<file path="config.mk">
export PLATFORM = sky130hd
export DESIGN_NAME = btb_update_queue
export DESIGN_NICKNAME = d
export VERILOG_FILES = /design/src/rtl/uarch_pkg.sv /design/src/rtl/btb_update_queue.sv
export SDC_FILE = /design/constraint.sdc
export NUM_CORES = 1
export LEC_CHECK = 0
export BUFFER_PORTS_ARGS = -buffer_cell sky130_fd_sc_hd__buf_2
export CELL_PAD_IN_SITES_DETAIL_PLACEMENT = 1
export CELL_PAD_IN_SITES_GLOBAL_PLACEMENT = 1
export CORE_UTILIZATION = 43
export DETAILED_ROUTE_END_ITERATION = 12
export GPL_TIMING_DRIVEN = 0
export PLACE_DENSITY = 0.82
export SYNTH_ARGS = -nofsm -noshare
export SYNTH_HDL_FRONTEND = slang
export SYNTH_SLANG_ARGS = --single-unit
</file>
<file path="constraint.sdc">
create_clock -name clk -period 3.97 [get_ports clk]
set_clock_uncertainty 0.15 [all_clocks]
set_input_delay 0.794 -clock clk [delete_from_list [all_inputs] [get_ports clk]]
set_output_delay 0.794 -clock clk [all_outputs]
set_load 0.02 [all_outputs]
</file>
<file path="src/rtl/uarch_pkg.sv">
// Shared micro-architecture types for the BTB update path: branch-type
// encodings, the queued update record and the default queue depth.
package uarch_pkg;

    localparam int CPU_ADDR_BITS = 32;
    localparam int BTB_UPD_DEPTH = 4;

    typedef enum logic [1:0] {
        BR_COND = 2'd0,
        BR_JUMP = 2'd1,
        BR_CALL = 2'd2,
        BR_RET  = 2'd3
    } br_type_e;

    typedef struct packed {
        logic [CPU_ADDR_BITS-1:0] pc;
        logic [CPU_ADDR_BITS-1:0] targ;
        br_type_e                 btype;
    } btb_upd_t;

endpackage

</file>
<file path="src/rtl/btb_update_queue.sv">
// Filters resolved branches down to BTB misses/wrong targets and drains them one per cycle.
// Optional BTB_UPD_COALESCE_EN merges a new outcome into a pending entry with the same PC.
module btb_update_queue
    import uarch_pkg::*;
#(
    parameter int DEPTH     = BTB_UPD_DEPTH,
    parameter int NUM_PORTS = 2
) (
    input  logic                               clk,
    input  logic                               rst_n,
    input  logic [NUM_PORTS-1:0]               res_val,
    input  logic [CPU_ADDR_BITS*NUM_PORTS-1:0] res_pc,
    input  logic [CPU_ADDR_BITS*NUM_PORTS-1:0] res_targ,
    input  logic [2*NUM_PORTS-1:0]             res_type,
    input  logic [NUM_PORTS-1:0]               res_taken,
    input  logic [NUM_PORTS-1:0]               res_pred_hit,
    input  logic [CPU_ADDR_BITS*NUM_PORTS-1:0] res_pred_targ,
    input  logic                               flush,
    output logic                               update_val,
    output logic [CPU_ADDR_BITS-1:0]           update_pc,
    output logic [CPU_ADDR_BITS-1:0]           update_targ,
    output logic [1:0]                         update_type,
    output logic                               update_taken,
    output logic [15:0]                        drop_cnt
);

    localparam int AW = $clog2(DEPTH);
    localparam int CW = $clog2(DEPTH + 1);
    localparam int W  = CPU_ADDR_BITS;

    btb_upd_t          entries_r [DEPTH];
    btb_upd_t          entries_s [DEPTH];
    logic [CW-1:0]     count_r;
    logic [CW-1:0]     count_s;
    logic [15:0]       drop_cnt_r;
    logic [15:0]       drop_cnt_s;
    logic [NUM_PORTS-1:0] qual_s;
    logic              deq_s;

    assign deq_s = (count_r != '0);

    // Only taken branches the BTB missed or mispredicted the target of are worth writing
    always_comb begin
        qual_s = '0;
        for (int p = 0; p < NUM_PORTS; p++) begin
            qual_s[p] = res_val[p] & res_taken[p] &
                        (~res_pred_hit[p] | (res_pred_targ[p*W +: W] != res_targ[p*W +: W]));
        end
    end

    // Next queue state: dequeue head, then place qualifying ports oldest-first
    always_comb begin
        btb_upd_t      ent_v;
        logic [CW-1:0] cnt_v;
        logic [16:0]   sum_v;
        logic          hit_v;
        entries_s = entries_r;
        cnt_v     = count_r;
        sum_v     = {1'b0, drop_cnt_r};
        ent_v     = '0;
        hit_v     = 1'b0;
        if (deq_s) begin
            for (int i = 0; i < DEPTH - 1; i++) begin
                entries_s[i] = entries_r[i+1];
            end
            entries_s[DEPTH-1] = '0;
            cnt_v = count_r - CW'(1);
        end else begin
            cnt_v = count_r;
        end
        if (flush) begin
            cnt_v = '0;
        end else begin
            for (int p = 0; p < NUM_PORTS; p++) begin
                ent_v.pc    = res_pc[p*W +: W];
                ent_v.targ  = res_targ[p*W +: W];
                ent_v.btype = br_type_e'(res_type[2*p +: 2]);
                hit_v       = 1'b0;
                if (qual_s[p]) begin
`ifdef BTB_UPD_COALESCE_EN
                    // The dequeued head has already shifted out, so it can never match here
                    for (int i = 0; i < DEPTH; i++) begin
                        if (!hit_v && (i < int'(cnt_v)) && (entries_s[i].pc == ent_v.pc)) begin
                            entries_s[i].targ  = ent_v.targ;
                            entries_s[i].btype = ent_v.btype;
                            hit_v = 1'b1;
                        end else begin
                            hit_v = hit_v;
                        end
                    end
`endif
                    if (hit_v) begin
                        cnt_v = cnt_v;
                    end else if (cnt_v < CW'(DEPTH)) begin
                        entries_s[cnt_v[AW-1:0]] = ent_v;
                        cnt_v = cnt_v + CW'(1);
                    end else begin
                        sum_v = sum_v + 17'd1;
                    end
                end else begin
                    cnt_v = cnt_v;
                end
            end
        end
        count_s = cnt_v;
        if (sum_v > 17'h0FFFF) begin
            drop_cnt_s = 16'hFFFF;
        end else begin
            drop_cnt_s = sum_v[15:0];
        end
    end

    // Queue storage, occupancy and drop counter
    always_ff @(posedge clk or negedge rst_n) begin
        if (!rst_n) begin
            for (int i = 0; i < DEPTH; i++) begin
                entries_r[i] <= '0;
            end
            count_r    <= '0;
            drop_cnt_r <= 16'h0000;
        end else begin
            for (int i = 0; i < DEPTH; i++) begin
                entries_r[i] <= entries_s[i];
            end
            count_r    <= count_s;
            drop_cnt_r <= drop_cnt_s;
        end
    end

    // BTB write port presents the head directly from storage
    always_comb begin
        update_val = deq_s;
        if (deq_s) begin
            update_pc   = entries_r[0].pc;
            update_targ = entries_r[0].targ;
            update_type = entries_r[0].btype;
        end else begin
            update_pc   = '0;
            update_targ = '0;
            update_type = 2'b00;
        end
        update_taken = deq_s;
        drop_cnt     = drop_cnt_r;
    end

endmodule

</file>
==> out/results.ini <==
[run_status]
status = complete, but fails checks
violations = negative setup slack

[placed_design]
place_area_um2 = 19100
gp_congestion = 0.947
dpl.hpwl_mm = 52.7
placed_cells = 2759
port_buffers = 287

[critical_path]
worstPathMaxFanout = 8
start_kind = primary input
endpoint_kind = flop
reg2reg_slack_ps = 150
worstPathRequired_ps = 4290
arrival_ps = 4370
critPathKind = in2reg
reg2reg_from = count_r[0]
cpMaxStageDelayCell = a2111oi_4
path_delay_family = compound AO/OA/AOI/OAI gates
worstRegToRegCells = 14
path_buf_inv = 4
crit_top_cell = nand3_4
r2r-end = entries_r[114]
crit_path_max_incr_delay_ps = 470
crit_chain = buf_12 -> xor2_4 -> nor4_4 -> nand4_1 -> buf_6 -> o31ai_4 -> buf_6 -> nor2_4 -> mux2_4 -> ha_4 -> nand3_4 -> a31oi_4 -> nand3_4 -> a2111oi_4 -> o2111ai_2 -> a21oi_2 -> nand3_4 -> buf_8 -> nand2_4

[synthesis]
synth_warnings = 0
synth_ff_type = dfrtp_1
syn_nets = 2167
synth_seq_cells = 283
synth_top_area_share_pct = 42.0
yosysUniqueCellTypes = 74
avgSynthCellArea_um2 = 8.65
synth_common_cells = nand2_1, dfrtp_1, clkbuf_1
synth_top_cell_by_area = dfrtp_1
synth.area.top_cells = dfrtp_1, nand2_1, a32oi_1
synth_edf_count = 0
async_flop_share_pct = 100
synth.most_common_cell = nand2_1
syn_area_um2 = 16900
synth.yosys.seq_area_share_pct = 42.0
synth_cells = 1952

[run]
max_cap_violations = 0

[timing]
finalSetupViolCount = 13
period_share_pct = 102
slew_headroom_pct = 32.5
max_freq_mhz = 247
min_period_ps = 4050
worst_slack_ps = -78.1
rsz0062_at_grt = true
finalHoldViolCount = 0
worstMarginPinSlew_ps = 1010
slew_viol_final = 0

[power]
p_leak_nw = 8.66
total_power_mw = 16.3
pwr_density_cell_nw_per_um2 = 774
ir_worst_vdd_mv = 0.374

[clock_network]
htreeDepth = 2
clk_latency_ps = 540
cts-root-buf = clkbuf_16
clkSinkCount = 283
tritoncts = done
hold_buffers = 0
path_clk_slew_ps = 60
cts_buffer_depth = 3
cts_inserted_buffers = 36

[floorplanning]
rows = 72
start_util_pct = 43.7
die_h_um = 200
ioPinCount = 289
die_width_um = 200
fp.dieArea_um2 = 40100
core_um2 = 38600

[global_route]
grt_pass1_wl_mm = 116
grtUsageTotal_pct = 36.9
antenna_found_initial = 2
grt-ovfl-total = 0
grt_max_degree = 114
grt_pass1_vias = 19300

[detailed_routing]
post_drt_wl_per_cell_um = 26.5
postRouteAntennaNets = 0
postRouteWirelength_mm = 75.5
drc = 0
drtIter0Drc = 1781
num_vias = 18800
vias_per_cell = 6.61
drtPass1Iterations = 6

[cells_and_area]
final_cells = 2850
drive_above_1_share_pct = 23.1
utilization_pct = 54.5
synthToLayoutAreaGrowth_pct = 24.7
nets = 2520
final_area_um2 = 21100

[hold_path]
hp-class = in2async

[sequential cells by signal (all words and copies together), names as in the netlist]
name       count
entries_r    264
count_r        3
drop_cnt      16
[cells by family (layout without fill, tap and decap cells)]
kind of cell	count (synthesis)	after routing	synth area share [%]
compound gates	664	664	29.0
xor+xnor	82	82	4.25
fa+ha+maj	10	10	0.741
buf+inv	219	597	5.38
flops	283	283	42.0
mux	4	4	0.245
other cells	0	2	0
simple gates	690	690	18.4
[routing by layer]
layer / track usage, % / part of all wire (%) / vias to the layer above
met4: 17.0 / 4.1 / 0
met2: 59.7 / 47 / 995
met3: 6.49 / 8.2 / 191
li1: - / - / 8056
met1: 48.1 / 41 / 9598
met5: 0 / 0 / -
[layout make-up]
class | count | area (µm²)
timing repair buffer | 316 | 1770
fill | 4621 | 17600
buffer | 202 | 1030
clock inverter | 9 | 63.8
sequential | 283 | 7080
antenna | 2 | 5.00
multi-input combinational | 1450 | 9340
clock buffer | 54 | 1050
inverter | 16 | 63.8
tap | 518 | 648
[report_power, final]
part | total, mW | switching (mW) | internal [mW]
sequential | 4.50 | 0.623 | 3.88
clock | 3.18 | 1.35 | 1.83
combinational | 8.61 | 5.67 | 2.94
total | 16.3 | 7.64 | 8.65
[cell usage in the layout, fill, tap and decap left out, types with 7 or more instances in the layout]
cell type  netlist  layout
inv_1           15      15
nand3_1         86      82
nand2_2          0      14
ha_1            10       8
clkbuf_4         0      24
nor3_1          11       9
buf_2           21     289
o21ai_0        141     138
dfrtp_1        283     281
clkbuf_8         1      10
nor2_1         154     151
nand4_1         16      16
a221o_1         66      66
xor2_1          30      21
clkbuf_2         2      27
o22ai_1        136     136
nand2_1        311     296
o32ai_1         66      65
nor4_1          13       7
buf_4            3      37
xnor2_1         52      45
and2_1          69      68
clkbuf_16        0      36
clkbuf_1       157     125
a21oi_1         17      15
buf_6            1      11
a32oi_1        132     132
a22oi_1         66      65
[timing repair]
item	in CTS	in global routing
resized for setup	102	111
buffers inserted	18	8
pin swaps	21	14
cloned	1	0
setup endpoints to repair	337	277
[worst max path at each step]
stage / from / endpoint / slack, ps / cells after the start
2_1_floorplan: res_targ[8] / drop_cnt[14] / -130 / 17
3_3_place_gp: rst_n / entries_r[247] / -3700 / 1
3_5_place_dp: res_targ[1] / entries_r[238] / -1710 / 18
4_1_cts: res_targ[25] / drop_cnt[14] / 0.9 / 18
5_1_grt: res_targ[22] / drop_cnt[5] / -290 / 19
6_report: res_targ[1] / drop_cnt[6] / -80 / 19
[through the flow]
stage          setup WS (ps)  hold WS, ps  TNS [ps]
5_1_grt                 -285          120     -5910
3_5_place_dp           -1710          380   -347570
2_1_floorplan           -133          348     -1530
3_3_place_gp           -3700          368  -1357480
4_1_cts                0.854          108         0
6_report               -78.1         52.5      -806
Note: power is estimated with default switching activity, not from simulation.
